<file path="config.mk">
export PLATFORM = sky130hd
export DESIGN_NAME = interdevice_uart_tx_arbiter
export DESIGN_NICKNAME = d
export VERILOG_FILES = /design/src/rtl/interdevice_uart_tx_arbiter_pkg.sv /design/src/rtl/interdevice_uart_tx_arbiter_rr_arbiter.sv /design/src/rtl/interdevice_uart_tx_arbiter.sv
export SDC_FILE = /design/constraint.sdc
export NUM_CORES = 1
export LEC_CHECK = 0
export BUFFER_PORTS_ARGS = -buffer_cell sky130_fd_sc_hd__buf_2
export CORE_MARGIN = 2
export CORE_UTILIZATION = 45
export CTS_CLUSTER_SIZE = 30
export DETAILED_ROUTE_END_ITERATION = 10
export PLACE_DENSITY_LB_ADDON = 0.2
export SYNTH_ARGS = -nofsm -noshare
export SYNTH_HDL_FRONTEND = slang
export SYNTH_SLANG_ARGS = --single-unit
</file>
<file path="constraint.sdc">
create_clock -name clk -period 3.9 [get_ports clk]
set_clock_uncertainty 0.15 [all_clocks]
set_input_delay 0.39 -clock clk [delete_from_list [all_inputs] [get_ports clk]]
set_output_delay 0.39 -clock clk [all_outputs]
set_load 0.05 [all_outputs]
</file>
<file path="src/rtl/interdevice_uart_tx_arbiter_pkg.sv">
// Shared types for the inter-device UART transmit arbiter.
// Holds the frame state encoding, the bit-counter type and the UART clocking constants.
// Optional parity state appears only when INTERDEVICE_UART_PARITY_EN is defined.
package interdevice_uart_tx_arbiter_pkg;

  // Core clock cycles per UART clock enable, used by the baud generator.
  localparam int CPU_CLK_DIV = 4;

  // Fractional accumulator width used by the baud generator.
  typedef logic [15:0] uart_clk_precisision_t;

  // Bit counter wide enough for characters of up to 32 bits.
  localparam int BIT_CNT_W = 5;
  typedef logic [BIT_CNT_W-1:0] bit_cnt_t;

  // Transmit frame sequencing; PARITY is only present in parity builds.
  typedef enum logic [2:0] {
    ST_IDLE   = 3'd0,
    ST_START  = 3'd1,
    ST_DATA   = 3'd2,
`ifdef INTERDEVICE_UART_PARITY_EN
    ST_PARITY = 3'd3,
`endif
    ST_STOP   = 3'd4
  } arb_state_t;

endpackage

</file>
<file path="src/rtl/interdevice_uart_tx_arbiter_rr_arbiter.sv">
// Combinational round-robin pick: first set request strictly after rr_ptr, with wrap.
// Latency: zero cycles (pure combinational).
// Backpressure: none; the caller decides whether the pick is used.
module interdevice_rr_arbiter #(
  parameter int NUM_REQ = 4,
  parameter int IDX_W   = $clog2(NUM_REQ)
) (
  input  logic [NUM_REQ-1:0] req,
  input  logic [IDX_W-1:0]   rr_ptr,
  output logic [NUM_REQ-1:0] grant,
  output logic [IDX_W-1:0]   grant_idx,
  output logic               any_req
);

  logic [IDX_W-1:0] cand;

  // Walk rr_ptr+1 .. rr_ptr+NUM_REQ modulo NUM_REQ; the first hit wins.
  always_comb begin
    grant     = '0;
    grant_idx = '0;
    any_req   = 1'b0;
    cand      = '0;
    for (int k = 1; k <= NUM_REQ; k++) begin
      cand = IDX_W'((int'(rr_ptr) + k) % NUM_REQ);
      if (!any_req && req[cand]) begin
        any_req     = 1'b1;
        grant[cand] = 1'b1;
        grant_idx   = cand;
      end
    end
  end

endmodule

</file>
<file path="src/rtl/interdevice_uart_tx_arbiter.sv">
// Arbitrates NUM_REQ byte streams onto one UART TX line, packet-atomic, round-robin.
// Latency: byte accepted on an IDLE tick cycle; START bit begins the next cycle.
// Backpressure: req_ready pulses for one cycle per accepted byte; macro INTERDEVICE_UART_PARITY_EN adds even parity.
module interdevice_uart_tx_arbiter
  import interdevice_uart_tx_arbiter_pkg::*;
#(
  parameter int NUM_REQ    = 4,
  parameter int DATA_WIDTH = 8
) (
  input  logic                            clk,
  input  logic                            rst,
  input  logic                            uart_tick_in,
  input  logic [NUM_REQ-1:0]              req_valid,
  input  logic [NUM_REQ*DATA_WIDTH-1:0]   req_data,
  input  logic [NUM_REQ-1:0]              req_last,
  output logic [NUM_REQ-1:0]              req_ready,
  output logic                            uart_tx,
  output logic                            busy,
  output logic [$clog2(NUM_REQ)-1:0]      grant_id
);

  localparam int IDX_W = $clog2(NUM_REQ);
  localparam bit_cnt_t BIT_LAST = bit_cnt_t'(DATA_WIDTH - 1);

  arb_state_t            state;
  logic                  lock;
  logic [IDX_W-1:0]      rr_ptr;
  bit_cnt_t              bit_cnt;
  logic [DATA_WIDTH-1:0] shreg;
  logic                  last_q;
  logic                  tx_q;
`ifdef INTERDEVICE_UART_PARITY_EN
  logic                  par_q;
`endif

  logic [DATA_WIDTH-1:0] data_arr [NUM_REQ];
  logic [NUM_REQ-1:0]    arb_grant;
  logic [IDX_W-1:0]      arb_idx;
  logic                  arb_any;
  logic [NUM_REQ-1:0]    lock_onehot;
  logic                  load;
  logic [IDX_W-1:0]      load_idx;
  logic [DATA_WIDTH-1:0] load_data;
  logic                  load_last;

  for (genvar g = 0; g < NUM_REQ; g++) begin : g_unpack
    assign data_arr[g] = req_data[g*DATA_WIDTH +: DATA_WIDTH];
  end

  interdevice_rr_arbiter #(
    .NUM_REQ (NUM_REQ),
    .IDX_W   (IDX_W)
  ) u_rr (
    .req       (req_valid),
    .rr_ptr    (rr_ptr),
    .grant     (arb_grant),
    .grant_idx (arb_idx),
    .any_req   (arb_any)
  );

  // While a packet lock is held only the owning requester may load.
  assign lock_onehot = NUM_REQ'(1) << grant_id;
  assign load        = (state == ST_IDLE) && uart_tick_in &&
                       (lock ? req_valid[grant_id] : arb_any);
  assign load_idx    = lock ? grant_id : arb_idx;
  assign load_data   = data_arr[load_idx];
  assign load_last   = req_last[load_idx];

  // Accept strobe is combinational so the byte is taken in the load cycle itself.
  always_comb begin
    req_ready = '0;
    if (load) req_ready = lock ? lock_onehot : arb_grant;
  end

  assign uart_tx = tx_q;
  assign busy    = (state != ST_IDLE) || lock;

  // Frame sequencer: every non-IDLE transition waits for a baud tick; tx is registered.
  always_ff @(posedge clk or posedge rst) begin
    if (rst) begin
      state    <= ST_IDLE;
      tx_q     <= 1'b1;
      lock     <= 1'b0;
      grant_id <= '0;
      rr_ptr   <= IDX_W'(NUM_REQ - 1);
      bit_cnt  <= '0;
      shreg    <= '0;
      last_q   <= 1'b0;
`ifdef INTERDEVICE_UART_PARITY_EN
      par_q    <= 1'b0;
`endif
    end else begin
      case (state)
        ST_IDLE: begin
          if (load) begin
            state    <= ST_START;
            tx_q     <= 1'b0;
            grant_id <= load_idx;
            shreg    <= load_data;
            last_q   <= load_last;
            bit_cnt  <= '0;
`ifdef INTERDEVICE_UART_PARITY_EN
            par_q    <= ^load_data;
`endif
          end
        end
        ST_START: begin
          if (uart_tick_in) begin
            state   <= ST_DATA;
            tx_q    <= shreg[0];
            shreg   <= shreg >> 1;
            bit_cnt <= '0;
          end
        end
        ST_DATA: begin
          if (uart_tick_in) begin
            if (bit_cnt == BIT_LAST) begin
`ifdef INTERDEVICE_UART_PARITY_EN
              state <= ST_PARITY;
              tx_q  <= par_q;
`else
              state <= ST_STOP;
              tx_q  <= 1'b1;
`endif
            end else begin
              bit_cnt <= bit_cnt + 1'b1;
              tx_q    <= shreg[0];
              shreg   <= shreg >> 1;
            end
          end
        end
`ifdef INTERDEVICE_UART_PARITY_EN
        ST_PARITY: begin
          if (uart_tick_in) begin
            state <= ST_STOP;
            tx_q  <= 1'b1;
          end
        end
`endif
        ST_STOP: begin
          if (uart_tick_in) begin
            state <= ST_IDLE;
            if (last_q) begin
              lock   <= 1'b0;
              rr_ptr <= grant_id;
            end else begin
              lock   <= 1'b1;
            end
          end
        end
        default: begin
          state <= ST_IDLE;
          tx_q  <= 1'b1;
        end
      endcase
    end
  end

endmodule
</file>
After elaboration in Yosys (flattened, before gate mapping)
Index checks and enable logic that the tools add are counted.

$add $sub $neg: 5. $lt $le $gt $ge: 11. Equal/unequal tests: 10. Shifts and indexed selects: 1. Multiplexer cells: 61. Bitwise logic cells: 5. Reductions and logical operators: 22.

Operators by type and width (number): $mux 8 (6); $mux 4 (6); $pmux 8 s3 (1); $mux 1 (20); $mux 5 (4); $lt 2x3->1 const B (6); $bmux 8 s2 (1); $mux 3 (5); $pmux 5 s3 (1); $bmux 1 s2 (6); $ne 2x2->1 const B (6); $or 4x4->4 (3); $pmux 3 s4 (1); $mux 2 (5); $reduce_and 5->1 (2); $logic_and 1x1->1 (9); $demux 1 s2 (4); $ge 2x1->1 const B (4); $reduce_bool 3->1 (2); $add 5x1->5 const B (1); $eq 5x3->1 const B (1); $add 2x1->2 const B (2); $add 2x2->2 const B (2); $pmux 1 s4 (1); 13 further kinds (16).

Register bits: 23. Input port bits: 43. Output and inout bits: 8. Logic and storage cells: 123.

Logic depth before layout (Yosys ltp)
Depth in word-level cells: 20. Depth in mapped cells: 10. Mapped depth without buffers: 8.

Hierarchy
From an unflattened synthesis, not the netlist that was laid out.

Cells, all modules: 232. Area total of the unflattened synthesis: 2215.9 sq um.

Modules (own cells, without submodules): interdevice_uart_tx_arbiter (times used 1, cells an instance 146, area each 1586.5 sq um, seq. area each 579.3 sq um); interdevice_rr_arbiter (times used 1, cells an instance 86, area each 629.4 sq um, seq. area each 0.0 sq um).

Worst setup path after synthesis
No wires, ideal clock.

Path kind: register to output. Start point: register grant_id[0]. End point: output req_ready[3]. Data arrival time: 3.218 ns. Data required time: 3.360 ns. Setup slack: 0.142 ns. Stages on the path, launching flop included: 8. Buffers on the path: 2. Path through: dfrtp_1 -> buf_4 -> mux4_2 -> mux2i_1 -> a2111o_1 -> or2_1 -> buf_2 -> a211oi_1.

Cells in the longest elaborated chain, start to end: 5. Elaborated cells between the ends (all ways): 7. Those cells by class: 1 x shift; 5 x mux; 1 x reduce/logical.

Ends and longest elaborated chain: start, declared (line interdevice_uart_tx_arbiter.sv:19) `output logic [$clog2(NUM_REQ)-1:0] grant_id`; start signal, assigned (line interdevice_uart_tx_arbiter.sv:98) `grant_id <= load_idx;`; $bmux 1 s2 (line interdevice_uart_tx_arbiter.sv:64) `(lock ? req_valid[grant_id] : arb_any);`; $mux 1 (implied by the code) (line interdevice_uart_tx_arbiter.sv:64); $mux 1 (line interdevice_uart_tx_arbiter.sv:64); $logic_and 1x1->1 (line interdevice_uart_tx_arbiter.sv:63) `assign load = (state == ST_IDLE) && uart_tick_in &&`; $mux 4 (*) (line interdevice_uart_tx_arbiter.sv:72) `if (load) req_ready = lock ? lock_onehot : arb_grant;`; end, declared (line interdevice_uart_tx_arbiter.sv:16) `output logic [NUM_REQ-1:0] req_ready,`.

Every way passes the cells marked *; elsewhere a longest branch is shown, timed or not. The select of a mux whose other input is x is not followed.

Worst setup path after layout
Start point: register rr_ptr[1]. End point: output req_ready[3].

Cells in the longest elaborated chain, start to end: 16. Elaborated cells between the ends (all ways): 53. Those cells by class: 4 x add/sub; 8 x order compare; 27 x mux; 3 x bitwise; 11 x reduce/logical.

Ends and longest elaborated chain: start, declared (line interdevice_uart_tx_arbiter.sv:27) `logic [IDX_W-1:0] rr_ptr;`; start signal, assigned (line interdevice_uart_tx_arbiter.sv:85) `rr_ptr <= IDX_W'(NUM_REQ - 1);`; start signal, assigned (line interdevice_uart_tx_arbiter.sv:145) `rr_ptr <= grant_id;`; parallel branches: the longest is 15 deep, another holds $lt 2x3->1; $mux 4 (*) (line interdevice_uart_tx_arbiter.sv:72).

Mark *: on every way between the ends. The select of a mux whose other input is x is not followed.

==> impl_metrics.yaml <==
worst_setup_path:
  critPathMaxFanout: 14
  cpMaxStageDelayCell: "dfstp_2"
  worstPathRequired_ps: 3360
  endpoint_kind: "output pin"
  max_stage_delay_ps: 690
  arrival_ps: 3140
  crit_type: "flop to output pin"
  cp-start-kind: "flop"
  cp_cell_sequence: "inv_1, ha_1, mux2i_1, nor2b_1, a22o_1, a2111oi_0, a211oi_1, buf_2"
global_routing:
  gr-total-overflow: 0
  first_global_vias: 1857
  track_usage: 0.194
  grt_max_degree: 24
  grt_pass1_wl_um: 8320
  antenna_found_initial: 0
synthesis:
  ys_ff_latch: 23
  synthFlopType: "dfrtp_1"
  synth_async_sr_flop_share: 1.00
  synth_cell_type_count: 54
  yosysWarnings: 0
  synth_nets: 298
  synth_cells: 246
  avgSynthCellArea_um2: 8.49
  synth-edff-count: 0
  yosysSeqAreaShare: 0.277
  synth_area_um2: 2090
final_layout:
  diodes: 0
  multi_input_area_um2: 1390
  fin_nets: 336
  seq_area_um2: 579
  num-fill-cells: 414
  drive_gt1_frac: 0.244
  fin_util: 0.537
  areaGrowthSynthToFinish_pct: 13.5
clock_network:
  cts_htree_levels: 1
  numCtsBuffers: 3
  cts_buffer_depth: 2
  path_clk_slew_ps: 80
  ctsHoldBuffers: 0
  cts_sinks: 23
  postCtsSetupBuffers: 0
  cts_resized: 0
  cts_tree: "done"
  cts-root-buf: "clkbuf_8"
  clk_latency_ps: 260
power:
  irDropWorstVdd_uv: 258
  powerDensity_nw_per_um2: 452
  power_uw: 1070
  p_leak_uw: 0.00105
sta:
  fmaxAchievable_mhz: 272
  setup_tns_ps: 0
  rsz0062_at_grt: "no"
  period_minus_slack_ps: 3680
  period_share: 0.942
  slew_headroom: 0.426
  worst_slew_pin_slew_ps: 860
  setup_viol: 0
  holdWs_ps: 146
  hold_viol_final: 0
  drv_slew: 0
detailed_routing:
  first_iter_violations: 116
  dr.pass1.iters: 4
  finalWirelength_um: 4730
  drcViolationCount: 0
  wl_per_cell_um: 14.1
  vias: 1964
  vias_per_cell: 5.86
  ant_nets: 0
outcome:
  status: "completed"
floorplan:
  core_um2: 4410
  die_area_um2: 5200
  die_w_um: 72.1
  start_util: 0.473
  die_h_um: 72.1
  row_count: 24
  pin_count: 51
min_path:
  holdCritPathClass: "primary input to asynchronous set/reset pin"
placed_design:
  hpwl_um: 3520
  numPortBuffers: 50
  place_congestion: 0.900
job:
  maxCapViolCount: 0
cell families after synthesis:
kind of cell	after synthesis	share of synthesized area
adder cells (fa/ha/maj)	9	0.0539
AO/OA/AOI/OAI	77	0.260
flip-flops	23	0.277
multiplexers	27	0.144
AND/OR/NAND/NOR	82	0.202
XOR/XNOR	1	0.00419
buffers and inverters	27	0.0587
registers in the layout (all words and copies together) (netlist names):
register	flops
last_q	1
grant_id	2
shreg	8
state	3
rr_ptr	2
lock	1
uart_tx	1
bit_cnt	5
worst max-delay path: cells and delay by family, from the launching register on:
| family | cells | cell delay (ps) |
|---|---|---|
| compound gates | 3 | 700 |
| fa+ha+maj | 1 | 470 |
| buf+inv | 2 | 420 |
| flops | 1 | 690 |
| mux | 1 | 430 |
| simple gates | 1 | 160 |
synth_stat cells, types with 2 or more instances:
master	count	area, um^2
mux2_2	4	45.0
nand3_1	6	30.0
mux4_2	2	45.0
a222oi_1	3	30.0
o211ai_1	2	15.0
inv_1	8	30.0
a211oi_1	7	52.6
o21a_1	3	22.5
nand3b_1	4	30.0
clkbuf_1	9	33.8
dfrtp_1	20	500
o21ai_0	16	80.1
and2_1	2	12.5
o31ai_1	6	45.0
ha_1	9	113
nand2_1	26	97.6
nor2b_1	5	31.3
nor3b_1	4	30.0
a211o_1	3	26.3
nand2b_1	5	31.3
a21oi_1	15	75.1
dfstp_2	3	78.8
mux2i_1	21	210
a21boi_0	4	30.0
nor2_1	17	63.8
nor4_1	2	12.5
or2_1	2	12.5
buf_2	7	35.0
o221ai_1	6	52.6
placed cells by master, fill, tap and decap left out, types with 2 or more instances in the layout:
cell type / Yosys / layout
o221ai_1: 6 / 6
nand2_1: 26 / 26
a211oi_1: 7 / 7
and2_1: 2 / 2
nor2b_1: 5 / 5
o31ai_1: 6 / 6
o21ai_0: 16 / 16
o211ai_1: 2 / 2
nand3b_1: 4 / 4
nand3_1: 6 / 6
dfrtp_1: 20 / 20
nor3b_1: 4 / 4
clkbuf_8: 0 / 3
ha_1: 9 / 9
mux2_2: 4 / 4
a211o_1: 3 / 3
nor4_1: 2 / 2
inv_1: 8 / 8
mux2i_1: 21 / 21
buf_2: 7 / 50
mux4_2: 2 / 2
nor2_1: 17 / 17
buf_4: 1 / 2
a21boi_0: 4 / 4
a21oi_1: 15 / 15
o21a_1: 3 / 3
or2_1: 2 / 2
a222oi_1: 3 / 3
nand2b_1: 5 / 5
dfstp_2: 3 / 3
metrics by stage:
stage	setup WS, ps	cell area (um^2)	std cells
floorplan	142	2090	246
global placement	633	2330	331
detailed placement	560	2330	331
CTS	258	2370	335
global route	9.87	2370	335
finish	225	2370	335
routing by layer:
layer  vias up  global-route usage  wire, um
li1        997                   -         -
met1       908               0.276      2320
met2        53               0.316      2150
met5         -                   0         0
met3         6              0.0292       217
met4         0              0.0356        46
layout make-up:
type,instances,area share
clock buffers,4,0.0190
inverters,8,0.0127
multi-input cells,196,0.585
flip-flops and latches,23,0.244
well taps,52,0.0274
repair buffers,52,0.112
power breakdown:
part / internal, uW / total [uW] / switching [uW]
logic: 188 / 521 / 332
clock network: 72.8 / 148 / 74.8
registers: 318 / 403 / 85.1
total: 579 / 1070 / 492
path summary, 6_finish.rpt:
kind,startpoint,to,slack [ps],cells after the start
max,rr_ptr[1],req_ready[3],220,8
min,rst,bit_cnt[2],150,2
max reg2reg,rr_ptr[1],shreg[1],830,8
min reg2reg,bit_cnt[4],bit_cnt[4],340,1
max in group asynchronous,rst,grant_id[0],2930,2
min in group clk,uart_tick_in,state[1],290,3
No activity file was read; power rests on OpenSTA's default activity.
